$ cat config.mk
export PLATFORM = sky130hd
export DESIGN_NAME = fwd_scoreboard
export DESIGN_NICKNAME = d
export VERILOG_FILES = /design/src/rtl/fwd_scoreboard.sv
export SDC_FILE = /design/constraint.sdc
export NUM_CORES = 1
export LEC_CHECK = 0
export BUFFER_PORTS_ARGS = -buffer_cell sky130_fd_sc_hd__buf_2
export CAP_MARGIN = 20
export CORE_MARGIN = 3
export CORE_UTILIZATION = 42
export CTS_BUF_LIST = sky130_fd_sc_hd__clkbuf_8
export DETAILED_ROUTE_END_ITERATION = 10
export GPL_ROUTABILITY_DRIVEN = 0
export GPL_TIMING_DRIVEN = 0
export HOLD_SLACK_MARGIN = 0.1
export PLACE_DENSITY = 0.86
export SLEW_MARGIN = 40
export SYNTH_ARGS = -nofsm -noshare
export SYNTH_HDL_FRONTEND = slang
export SYNTH_SLANG_ARGS = --single-unit
$ cat constraint.sdc
create_clock -name clk -period 3.6 [get_ports clk]
set_input_delay 0.36 -clock clk [delete_from_list [all_inputs] [get_ports clk]]
set_output_delay 0.36 -clock clk [all_outputs]
set_load 0.05 [all_outputs]
$ cat src/rtl/fwd_scoreboard.sv
// D-stage forwarding/stall unit with a shadow pipeline of destination records.
// Optional stall counters when FWD_STALL_CNT_EN is defined.
module fwd_scoreboard #(
  parameter int NPORT  = 2,
  parameter int NSTAGE = 3,
  parameter int TW     = 2
) (
  input  logic                  clk,
  input  logic                  reset,
  input  logic                  d_valid,
  input  logic [4:0]            d_a3,
  input  logic [TW-1:0]         d_tnew,
  input  logic [5*NPORT-1:0]    rd_addr,
  input  logic [TW*NPORT-1:0]   rd_tuse,
  input  logic [32*NPORT-1:0]   rd_data,
  input  logic [32*NSTAGE-1:0]  src_data,
  input  logic                  md_busy,
  input  logic                  d_is_md,
  output logic [32*NPORT-1:0]   fwd_data,
  output logic [NPORT-1:0]      fwd_pend,
`ifdef FWD_STALL_CNT_EN
  output logic [31:0]           stall_cnt,
  output logic [31:0]           stall_md,
`endif
  output logic                  stall
);

  typedef struct packed {
    logic          v;
    logic [4:0]    a3;
    logic [TW-1:0] tnew;
  } rec_t;

  rec_t rec [NSTAGE];

  logic          hit      [NPORT];
  logic [TW-1:0] hit_tnew [NPORT];
  logic [31:0]   hit_src  [NPORT];
  logic [NPORT-1:0] port_stall;
  logic          md_stall;

  // Records always shift; E..W never freeze, a D stall only injects a bubble.
  always_ff @(posedge clk) begin
    if (reset) begin
      for (int k = 0; k < NSTAGE; k++) rec[k] <= '0;
    end else begin
      rec[0].v    <= d_valid && (d_a3 != 5'd0) && !stall;
      rec[0].a3   <= d_a3;
      rec[0].tnew <= d_tnew;
      for (int k = 1; k < NSTAGE; k++) begin
        rec[k].v    <= rec[k-1].v;
        rec[k].a3   <= rec[k-1].a3;
        rec[k].tnew <= (rec[k-1].tnew == '0) ? '0
                     : rec[k-1].tnew - TW'(1);
      end
    end
  end

  // Scan oldest to youngest so the youngest match is the last write.
  always_comb begin
    for (int p = 0; p < NPORT; p++) begin
      hit[p]      = 1'b0;
      hit_tnew[p] = '0;
      hit_src[p]  = '0;
      for (int k = NSTAGE-1; k >= 0; k--) begin
        if (rec[k].v && rec[k].a3 == rd_addr[5*p +: 5]
            && rd_addr[5*p +: 5] != 5'd0) begin
          hit[p]      = 1'b1;
          hit_tnew[p] = rec[k].tnew;
          hit_src[p]  = src_data[32*k +: 32];
        end
      end
    end
  end

  always_comb begin
    fwd_data   = '0;
    fwd_pend   = '0;
    port_stall = '0;
    for (int p = 0; p < NPORT; p++) begin
      if (hit[p] && hit_tnew[p] == '0)
        fwd_data[32*p +: 32] = hit_src[p];
      else
        fwd_data[32*p +: 32] = rd_data[32*p +: 32];
      fwd_pend[p]   = hit[p] && hit_tnew[p] != '0;
      port_stall[p] = hit[p] && hit_tnew[p] > rd_tuse[TW*p +: TW];
    end
  end

  assign md_stall = d_is_md & md_busy;
  assign stall    = (|port_stall) | md_stall;

`ifdef FWD_STALL_CNT_EN
  always_ff @(posedge clk) begin
    if (reset) begin
      stall_cnt <= '0;
      stall_md  <= '0;
    end else begin
      if (stall)    stall_cnt <= stall_cnt + 32'd1;
      if (md_stall) stall_md  <= stall_md + 32'd1;
    end
  end
`endif

endmodule

### After elaboration in Yosys (flattened, before gate mapping)

Memory sizes are Yosys's and may differ from the RTL's.
Index checks and enable logic that the tools add are counted.

| storage, ports and cells | value |
|---|---|
| register bits after elaboration | 0 |
| memory bits (writable) | 24 |
| input port bits | 186 |
| word-level logic and storage cells | 87 |
| memories | 1 |

| operators by class | value |
|---|---|
| $add $sub $neg | 2 |
| magnitude comparators | 2 |
| eq/ne operators | 6 |
| multiplexer cells | 34 |
| bitwise gates (word level) | 11 |
| reduce and logical (&&, ||, !) cells | 31 |

Memory list:

| memory | depth | width | read ports | clocked after memory_dff | wr ports | RTL line | text |
|---|---|---|---|---|---|---|---|
| rec | 3 | 8 | 3 | 0 | 3 | 34 | `rec_t rec [NSTAGE];` |

Operators with widths:

| operator | count |
|---|---|
| $mux 32 | 8 |
| $eq 5x5->1 | 6 |
| $mux 2 | 11 |
| $logic_and 1x1->1 | 20 |
| $mux 5 | 3 |
| $reduce_bool 5->1 | 3 |
| $mux 1 | 12 |
| $or 1x1->1 | 10 |
| $logic_not 2->1 | 4 |
| $gt 2x2->1 | 2 |
| $reduce_bool 2->1 | 2 |
| $sub 2x1->2 const B | 2 |
| $reduce_or 2->1 | 1 |
| $and 1x1->1 | 1 |
| $logic_not 1->1 | 1 |

### Depth between registers and ports, before layout

An unclocked memory read counts as a cell.

| logic depth | value |
|---|---|
| depth after elaboration | 14 |
| depth in mapped cells | 13 |
| mapped depth without buffers | 12 |

### Least setup slack after synthesis

No wires, ideal clock.

| timing | value |
|---|---|
| kind | input to output |
| start point | input port rd_addr[0] |
| end point | output port stall |
| arrival | 3.141 ns |
| data required time | 3.240 ns |
| path slack | 0.099 ns |
| cell stages on the path | 12 |
| buffers on the path | 1 |
| cell sequence | or4_1 -> nor2_2 -> nor4bb_1 -> nand2_2 -> buf_1 -> o22ai_1 -> nor2_1 -> nor2_1 -> ha_1 -> nor2b_1 -> o21ai_0 -> o221ai_1 |

| between the ends | value |
|---|---|
| cells in the longest elaborated chain, start to end | 10 |
| elaborated cells on any way between the ends | 20 |
| those cells by class | order compare (1); eq/ne (3); mux (6); bitwise (1); reduce/logical (9) |

Ends and longest elaborated chain:

| what | RTL line | text |
|---|---|---|
| start: declaration | 13 | `input logic [5*NPORT-1:0] rd_addr,` |
| $eq 5x5->1 | 66 | `if (rec[k].v && rec[k].a3 == rd_addr[5*p +: 5]` |
| $logic_and 1x1->1 | 66 |  |
| $logic_and 1x1->1 | 67 | `&& rd_addr[5*p +: 5] != 5'd0) begin` |
| $mux 2 (3 in series) | 66 |  |
| $gt 2x2->1 | 86 | `port_stall[p] = hit[p] && hit_tnew[p] > rd_tuse[TW*p +: TW];` |
| $logic_and 1x1->1 * | 86 |  |
| $reduce_or 2->1 * | 91 | `assign stall = (\|port_stall) \| md_stall;` |
| $or 1x1->1 * | 91 |  |
| end: declaration | 25 | `output logic stall` |

Mark *: on every way between the ends. The rest lies on a longest branch, timed or not.

### Worst setup path in the final report

Ends and elaborated chain as after synthesis.

==> impl_metrics.json <==
{
  "synth-main-ff-cell": "dfxtp_1",
  "dp_hpwl_um": 12150,
  "synthArstFlopShare_pct": 0,
  "finalWorstSetupSlack_ns": 0.02185,
  "die_y_um": 99.06,
  "htreeDepth": 1,
  "drive_gt1_share_pct": 37.15,
  "cp.depth": 14,
  "crit_buf_inv": 3,
  "drt-initial-drc-count": 232,
  "p_leak_nw": 2.181,
  "reg_top3": "rec: 24 flops",
  "yosysTopAreaCell": "mux2_1",
  "path_max_fanout": 10,
  "synthTopCellsByArea": "mux2_1, o22a_1, nand2_1",
  "synth.top_cells.by_count": "nand2_1, o21ai_0, o22a_1",
  "r2r_start": "rec[0][2]",
  "grt_pass1_wl_um": 23810,
  "worst_slew_pin_slew_ns": 0.5871,
  "top_register": "rec",
  "crit_chain": "buf_2 > or4_1 > nor2_4 > nor4bb_1 > nand2_2 > buf_4 > o22ai_1 > nor2_1 > nor2_1 > ha_1 > nor2b_1 > o21ai_0 > o221ai_1 > buf_4",
  "io_pins": 253,
  "critPathLaunchType": "primary input",
  "cts.clk_slew.worst_paths_ns": 0.08,
  "cts_buffer_depth": 2,
  "wl_um": 15810,
  "crit_required_ns": 3.24,
  "yosysMostFrequentCell": "nand2_1",
  "syn_area_per_cell_um2": 6.968,
  "area_delta_synth_final_pct": 41.90,
  "reg2reg_slack_ns": 0.59,
  "fin_worst_skew_ns": 0.001852,
  "grt_pass1_vias": 4847,
  "yosysSeqAreaShare_pct": 13.21,
  "wire_per_inst_um": 17.90,
  "numCtsBuffers": 3,
  "crit_end": "stall",
  "worstSetupPathType": "in -> out",
  "max_stage_delay_ns": 0.60,
  "dieWidth_um": 99.06,
  "yosysUniqueCellTypes": 29,
  "io_buffer_count": 252,
  "clk-insertion-delay-late_ns": 0.26,
  "period_share_pct": 99.39,
  "nNetsFinal": 971,
  "syn_nets": 714,
  "cts_tree": "done",
  "first_pass_iters": 5,
  "drc_errors": 0,
  "via_per_inst": 5.590,
  "holdWs_ns": 0.2971,
  "detail-route-antenna-nets": 0,
  "cp-end-kind": "output pin",
  "ir_drop_mv": 0.2751,
  "largest_reg_flops": 24,
  "overflow": 0,
  "min_path_type": "in -> reg",
  "p_per_area_nw_per_um2": 182.1,
  "num_antenna_cells": 0,
  "synth_seq_cells": 24,
  "synth.top_cell.area_share_pct": 16.72,
  "hold_viol": 0,
  "vias": 4936,
  "start_util_pct": 43.83,
  "final.min_clock_period_ns": 3.578,
  "cts_setup_buffers": 0,
  "cts.sinks": 24,
  "antenna_found_initial": 0,
  "max_cap_violations": 0,
  "synth_enable_flop_cells": 0,
  "die_area_um2": 9813,
  "core_um2": 8299,
  "cts-root-buf": "clkbuf_8",
  "setup_viol": 0,
  "reg2reg_to": "rec[0][7]",
  "globalRouteTotalUtil_pct": 29.32,
  "synth_area_um2": 3637,
  "relSlewSlack_pct": 60.86,
  "status": "completed",
  "synth_warnings": 0,
  "arrival_ns": 3.22,
  "fmax_mhz": 279.5,
  "rsz0062_at_grt": "yes",
  "grt_max_degree": 14,
  "syn_inst": 522,
  "critPathLaunch": "rd_addr[0]",
  "cp_top_family": "simple AND/OR/NAND/NOR gates",
  "slew_violations": 0,
  "hold_depth": 2,
  "r2r_cells": 12,
  "worst_path_max_delay_cell": "or4_1",
  "rows": 33,
  "pre_cts_ws_ns": -0.2759
}
==> cells by family after synthesis <==
logic type / count (synthesis) / synth area share, %
adder cells (fa/ha/maj): 6 / 2.064
multiplexers: 64 / 19.81
buffers and inverters: 48 / 5.160
AO/OA/AOI/OAI: 143 / 27.14
AND/OR/NAND/NOR: 207 / 25.39
flip-flops: 24 / 13.21
XOR/XNOR: 30 / 7.224
==> metal layers <==
| metal | GRT usage [%] | share of wire, % | vias up |
|---|---|---|---|
| li1 | - | - | 2375 |
| met1 | 36.68 | 39 | 2281 |
| met2 | 53.82 | 51 | 250 |
| met3 | 3.468 | 8.1 | 30 |
| met4 | 5.777 | 1.7 | 0 |
| met5 | 0 | 0 | - |
==> metrics by stage <==
stage               instance area (um^2)  std cells  util [%]  total power [mW]  TNS (ns)
finish                              5161        883     62.19            0.9398         0
detailed placement                  5030        879     60.61            0.7511    -1.652
global route                        5161        883     62.19            0.9858  -0.06604
global placement                    5030        879     60.61            0.7438    -1.210
CTS                                 5107        883     61.54            0.9322         0
floorplan                           3637        522         -            0.5708         0
==> cell type report <==
class | count | area, um^2
timing repair buffer | 252 | 1264
clock buffer | 4 | 55.05
sequential | 24 | 480.5
inverter | 6 | 22.52
fill | 776 | 3138
buffer | 42 | 187.7
tap | 105 | 131.4
multi-input combinational | 450 | 3020
==> worst min path at each step <==
stage / startpoint / end / slack (ns)
global route: d_tnew[0] / rec[0][0] / 0.30
detailed placement: rec[0][0] / rec[1][0] / 0.40
floorplan: rec[0][0] / rec[1][0] / 0.40
global placement: rec[0][0] / rec[1][0] / 0.40
CTS: d_tnew[0] / rec[0][0] / 0.30
finish: d_tnew[0] / rec[0][0] / 0.30
==> report_power, final <==
part	switching, mW	leakage [nW]	internal [mW]
Combinational	0.303	1.95	0.169
Clock	0.0824	0.0288	0.0975
Sequential	0.0101	0.198	0.277
==> layout by cell type, fill, tap and decap left out, types with 3 or more instances in the layout <==
cell      Yosys  routed
dfxtp_1      24      24
clkbuf_2      0       4
inv_1         6       6
clkbuf_1     29      23
clkbuf_8      0       4
o221ai_1      5       5
nor3_1        6       4
or4_1         3       3
mux2_2       10      10
buf_1         7       5
xor2_1       18      18
nand2_1     143     143
o21ai_0      68      68
nand4_1       4       4
o22a_1       64      64
buf_2         6     256
nor2b_1      21      21
mux2_1       54      54
xnor2_1      12      12
ha_1          6       6
nor2_1       17      17
clkbuf_4      0       4
==> what timing repair did <==
| item | 4_1_cts | 5_1_grt |
|---|---|---|
| gates resized for setup | 11 | 15 |
| hold buffers | 0 | 0 |
| setup endpoints to repair | 61 | 60 |
| pin swaps | 0 | 1 |
(Power assumes the default switching activity.)
